<file path="src/rtl/j_stream_fifo.sv">
// j_stream_fifo -- parametrised synchronous FIFO on the j-stream.
// Decouples a j-stream producer from its consumer with a valid/ready
// handshake on both sides, first-word fall-through output, an occupancy
// count, an almost-full flag and a synchronous flush.
//
// Ports
//   clock       rising-edge clock
//   reset       asynchronous active-low reset
//   flush       synchronous clear of contents (active-high)
//   in_valid    producer has a word on in_j
//   in_j        producer payload [DATA_W]
//   in_ready    FIFO accepts a word this cycle
//   out_valid   out_j holds the oldest stored word
//   out_j       consumer payload [DATA_W]
//   out_ready   consumer accepts out_j this cycle
//   count       words stored [$clog2(DEPTH+1)]
//   almost_full count >= AF_LEVEL
module j_stream_fifo #(
  parameter int DATA_W   = 8,
  parameter int DEPTH    = 4,
  parameter int AF_LEVEL = 3
) (
  input  logic                       clock,
  input  logic                       reset,
  input  logic                       flush,
  input  logic                       in_valid,
  input  logic [DATA_W-1:0]          in_j,
  output logic                       in_ready,
  output logic                       out_valid,
  output logic [DATA_W-1:0]          out_j,
  input  logic                       out_ready,
  output logic [$clog2(DEPTH+1)-1:0] count,
  output logic                       almost_full
);

  localparam int AW = $clog2(DEPTH);
  localparam int CW = $clog2(DEPTH+1);

  // Pointers carry one extra wrap bit so full and empty are distinguishable
  // and the occupancy is simply the modular difference.
  logic [AW:0]       wr_ptr, rd_ptr;
  logic [DATA_W-1:0] mem [DEPTH];
  logic              push, pop, full;

  // For a power-of-two DEPTH the pointer difference already has CW bits.
  assign count       = CW'(wr_ptr - rd_ptr);
  assign full        = (count == CW'(DEPTH));
  assign in_ready    = ~full | flush;
  assign out_valid   = (count != '0);
  assign out_j       = mem[rd_ptr[AW-1:0]];
  assign almost_full = (count >= CW'(AF_LEVEL));

  assign push = in_valid & in_ready & ~flush;
  assign pop  = out_valid & out_ready & ~flush;

  always_ff @(posedge clock or negedge reset) begin
    if (!reset) begin
      wr_ptr <= '0;
      rd_ptr <= '0;
    end else if (flush) begin
      wr_ptr <= '0;
      rd_ptr <= '0;
    end else begin
      if (push) wr_ptr <= wr_ptr + 1'b1;
      if (pop)  rd_ptr <= rd_ptr + 1'b1;
    end
  end

  // Storage has no reset; contents are only visible behind out_valid.
  always_ff @(posedge clock) begin
    if (push) mem[wr_ptr[AW-1:0]] <= in_j;
  end

endmodule
</file>
<file path="config.mk">
export PLATFORM = sky130hd
export DESIGN_NAME = j_stream_fifo
export DESIGN_NICKNAME = d
export VERILOG_FILES = /design/src/rtl/j_stream_fifo.sv
export SDC_FILE = /design/constraint.sdc
export NUM_CORES = 1
export LEC_CHECK = 0
export CAP_MARGIN = 40
export CORE_UTILIZATION = 35
export DETAILED_ROUTE_END_ITERATION = 8
export DONT_BUFFER_PORTS = 1
export GPL_TIMING_DRIVEN = 0
export PLACE_DENSITY = 0.59
export SLEW_MARGIN = 20
export SYNTH_ARGS = -nofsm -noshare
export SYNTH_HDL_FRONTEND = slang
export SYNTH_SLANG_ARGS = --single-unit
</file>
<file path="constraint.sdc">
create_clock -name clock -period 3.1 [get_ports clock]
set_input_delay 0.155 -clock clock [delete_from_list [all_inputs] [get_ports clock]]
set_output_delay 0.155 -clock clock [all_outputs]
set_load 0.01 [all_outputs]
</file>
Word-level counts from Yosys, hierarchy flattened
Memories as Yosys holds them, arrays and structs flattened.
Cells that the tools add are included.
- add/subtract/negate cells: 3
- magnitude comparators: 1
- equality and inequality tests: 1
- multiplexer cells: 6
- bitwise operators: 7
- reduce and logical (&&, ||, !) cells: 3
- operator list (kind ; count):
    two-way mux 3 bit ; 4
    adder 3 x 1 -> 3 bit, second input constant ; 2
    AND 1 bit ; 4
    nonzero test 2 bit ; 2
    equality test 3 bit, second input constant ; 1
    >= comparator 3 x 2 -> 1 bit, second input constant ; 1
    nonzero test 3 bit ; 1
    subtractor 3 bit ; 1
    two-way mux 1 bit ; 2
    NOT 1 bit ; 2
    bitwise OR 1 bit ; 1
- bits in registers: 6
- memory bits (writable): 32
- input port bits: 13
- output and inout port bits: 14
- word-level logic and storage cells: 24
- memories kept: 1
- memory list (name ; words ; width ; rd ports ; clocked after Yosys merged registers in ; write ports ; line ; source):
    mem ; 4 ; 8 ; 1 ; 0 ; 1 ; 42 ; logic [DATA_W-1:0] mem [DEPTH];

Logic depth before layout (Yosys ltp)
- depth after elaboration: 8
- depth in mapped cells: 6
- mapped depth without buffers: 6

Worst setup path after synthesis
Ideal clock, no wire load.
- kind: register to register
- start point: register wr_ptr[0]
- end point: memory mem[3][0], enable pin
- setup time: 332 ps
- data arrival time: 1968 ps
- required time: 2768 ps
- setup slack: 801 ps
- cell stages (with the launch flop): 7
- path buffers: 0
- period minus slack after synthesis: 2299 ps
- cells stage by stage: dfrtp_1 -> inv_1 -> ha_1 -> fa_1 -> xor3_2 -> a211oi_1 -> and2_1
- cells in the longest elaborated chain, start to end: 8
- ends and longest elaborated chain (what ; line ; source):
    from (decl) ; 41 ; logic [AW:0] wr_ptr, rd_ptr;
    from (signal assigned) ; 64 ; if (push) wr_ptr <= wr_ptr + 1'b1;
    subtractor 3 bit ; 46 ; assign count = CW'(wr_ptr - rd_ptr);
    via count[2] ; 32 ; output logic [$clog2(DEPTH+1)-1:0] count,
    equality test 3 bit ; 47 ; assign full = (count == CW'(DEPTH));
    NOT 1 bit ; 48 ; assign in_ready = ~full | flush;
    bitwise OR 1 bit ; 48 ;
    AND 1 bit (2 in a row) ; 53 ; assign push = in_valid & in_ready & ~flush;
    two-way mux 1 bit ; 71 ; if (push) mem[wr_ptr[AW-1:0]] <= in_j;
    two-way mux 1 bit (not written as such) ; 71 ;
    to (decl) ; 42 ;
The timed path passes the listed nets, and every way through them passes these cells.

Final worst setup path
- start point: register wr_ptr[0]
- end point: memory mem[1][7], enable pin
Same word-level chain as after synthesis.

==> impl_results.md <==
* Critical path, cell by cell: inv_1 -> ha_1 -> fa_1 -> xor3_2 -> a211oi_1 -> and2_1
* Multiplexer area fraction after synthesis at 14.1%
* Standard-cell row count at 24
* Worst Skew at 0.00602 ns
* Largest net degree at the start of global routing at 13
* Clock-pin slew reported for the worst setup and hold paths after clock tree synthesis at 0.07 ns
* Clock tree from TritonCTS: built
* Post-synthesis cell count at 96
* Remaining antenna violation count after routing at 0
* Final-stage net count at 132
* Worst min path class: input pin to flop
* DRC Markers at 2
* Commonest non-fill, non-tap cells in the layout: edfxtp_1, dlygate4sd3_1, mux4_2
* Failing checks: DRC
* Combined flip-flop and latch cell area at 0.00111 mm²
* Number of setup violations in the final report at 0
* Number of warnings reported in the yosys synthesis log at 0
* CTS root buffer: clkbuf_8
* Height of the die at 71.3 µm
* Primary flip-flop cell chosen by synthesis mapping: edfxtp_1
* Largest incremental delay on the critical path at 0.48 ns
* Worst-Margin Slew at 0.565 ns
* Max FO, Critical Path at 9
* Count of filler cells inserted in the layout at 388
* Syn_nets at 116
* Number of input and output port buffers inserted at 0
* Final-report max-slew violation count at 0
* Via count at 839
* Final Critical Period at 2.70 ns
* Bufs and invs on worst path at 1
* Number of antenna violations at the first check in global routing at 0
* Library cell with the largest summed area after synthesis: edfxtp_1
* Run status: complete, but fails checks
* Number of flops mapped to enable cells by yosys at 32
* Number of different library cells in the post-synthesis netlist at 28
* Mean cell area of the mapped netlist at 17.5 µm²
* GP Congestion at 0.750
* Core outline area at 0.00447 mm²
* Largest vdd supply drop at 202 µV
* Placement Setup Slack at 0.392 ns
* Area share of xor/xnor cells in the synthesized design at 1.49%
* Register area share after synthesis at 66.1%
* Cell family with the largest share of critical-path delay: adder cells
* Setup TNS Final at 0 ns
* Wire length of the first global-routing pass at 4530 µm
* Via count normalized by instance count at 5.08
* Worst slew margin at 62.4%
* Least setup slack across all paths after layout at 0.400 ns
* FFs w/ async S/R, synth at 15.8%
* Critical R2R Launch: wr_ptr[0]
* Area share of and/or/nand/nor cells after synthesis at 7.07%
* Longest Clk Path Bufs at 2
* Main area contributors after synthesis: edfxtp_1, mux4_2, dfrtp_1
* Setup repair after global routing missed its margin: no
* Number of placed I/O pins at 27
* Yosys top cell area share at 57.2%
* Postcts setup bufs at 0
* Total global-route track usage at 12.5%
* Number of inserted diodes at 0
* Most frequent standard cell in the layout excluding fill and tap cells: edfxtp_1
* Required @ worst endpoint at 3.04 ns
* First DRT Iteration DRCs at 32
* Via count of the first global-routing pass at 908
* Class of the most critical setup path: flop to flop
* Initial core utilization at 37.6%
* Area of the multi-input gates at 534 µm²
* Arithmetic-cell share of the synthesized area counting full adders, half adders and majority gates at 5.66%
* Detailed Routing Iterations Pass 1 at 6
* Slowest cell on the critical path: and2_1
* Max cap viols at 0
* Number of CTS-inserted buffers at 5
* Pwr dens at 758 mW/mm²
* Source of the critical timing path: wr_ptr[0]
* CP Data Arrival Time at 2.64 ns
* Leakage power summed over all cells at 0.000709 µW
* Die width at 71.3 µm
* Synthesized flop and latch total at 38
* Layout cell share with drive strength beyond 1 at 22.1%
* Hold Vio Cnt, Final at 0
* Hold Crit Start: out_ready
* Die Footprint at 0.00508 mm²
* Peak clock frequency supported by timing at 370 MHz
* Sink Count at 38
* Total congestion overflow at 0
* Half-perimeter wire length of the detailed placement result at 1960 µm
* Worst-Skew Late Latency at 0.29 ns
* Total wirelength of the detailed-routed design at 2810 µm
* Final period utilization at 87.1%
* Fraction of the mapped netlist area in compound gates at 3.43%
* CTS HTree Levels at 2
* Area growth from synthesis to layout at 15.7%
* Drt wl/cell at 17.0 µm
* Area of the mapped netlist at 0.00168 mm²
* Type of origin of the critical path: flop
* Combinational family with the most area after synthesis: multiplexers
* Crit end category: flop
[path summary, 6_finish.rpt]
check,endpoint,slack (ns),depth (start not counted)
worst max-delay path,mem[1][7],0.40,6
worst min-delay path,rd_ptr[2],0.09,2
worst max register to register,mem[1][7],0.40,6
worst min register to register,wr_ptr[1],0.60,2
max in group asynchronous,rd_ptr[1],2.68,1
min in group asynchronous,rd_ptr[2],0.18,1
[per-layer routing]
| metal | up-vias | track usage, % | routed length, µm |
|---|---|---|---|
| met5 | - | 0 | 0 |
| met4 | 0 | 5.33 | 48 |
| met2 | 15 | 20.2 | 1470 |
| met1 | 424 | 14.8 | 1160 |
| met3 | 6 | 5.20 | 134 |
| li1 | 394 | - | - |
[final cells by class]
type                       instances  area share [%]
buffer                             3           0.644
clock buffer                       5            3.54
clock inverter                     3            2.06
inverter                           6            1.16
multi-input combinational         49            27.5
sequential                        38            57.1
tap                               52            3.35
timing repair buffer               9            4.63
[cells in the mapped netlist, types with 2 or more instances]
library cell,number
a21oi_1,2
and2_1,4
dfrtp_1,6
edfxtp_1,32
ha_1,6
inv_1,6
mux2_2,2
mux2i_1,2
mux4_2,8
nand2_1,3
nand2b_1,4
nor2_1,4
nor2b_1,2
[through the flow]
step	total power [µW]	cell area, µm²	cells	hold WS [ns]	utilization, %
2_1_floorplan	1000	1680	96	-0.141	-
3_3_place_gp	1070	1750	148	-0.140	39.0
3_5_place_dp	1080	1750	148	-0.140	39.0
4_1_cts	1500	1940	165	0.0767	43.5
5_1_grt	1560	1940	165	0.0910	43.5
6_report	1470	1940	165	0.0896	43.5
[worst reg2reg max path, cell delays in order, from the launching register on]
cell and delay, ns:
dfrtp_1 0.40, inv_1 0.12, ha_1 0.22, fa_1 0.38
xor3_2 0.35, a211oi_1 0.41, and2_1 0.48
[cells by family after synthesis]
logic type,Yosys count
xor+xnor,1
simple gates,20
fa+ha+maj,7
mux,13
buf+inv,9
compound gates,8
flops,38
[sequential cells by signal, summed over array words and instances, names as in the netlist]
signal  count
mem        32
rd_ptr      3
wr_ptr      3
[power breakdown]
part	internal [µW]	total (µW)	switching (µW)
combinational	203	458	255
sequential	593	613	19.7
clock	237	404	167
[timing repair]
action                                 CTS  global route
resized for setup                        0             0
endpoints found under the hold margin   38             0
hold buffers                             9             0
No activity file was read; power rests on OpenSTA's default activity.
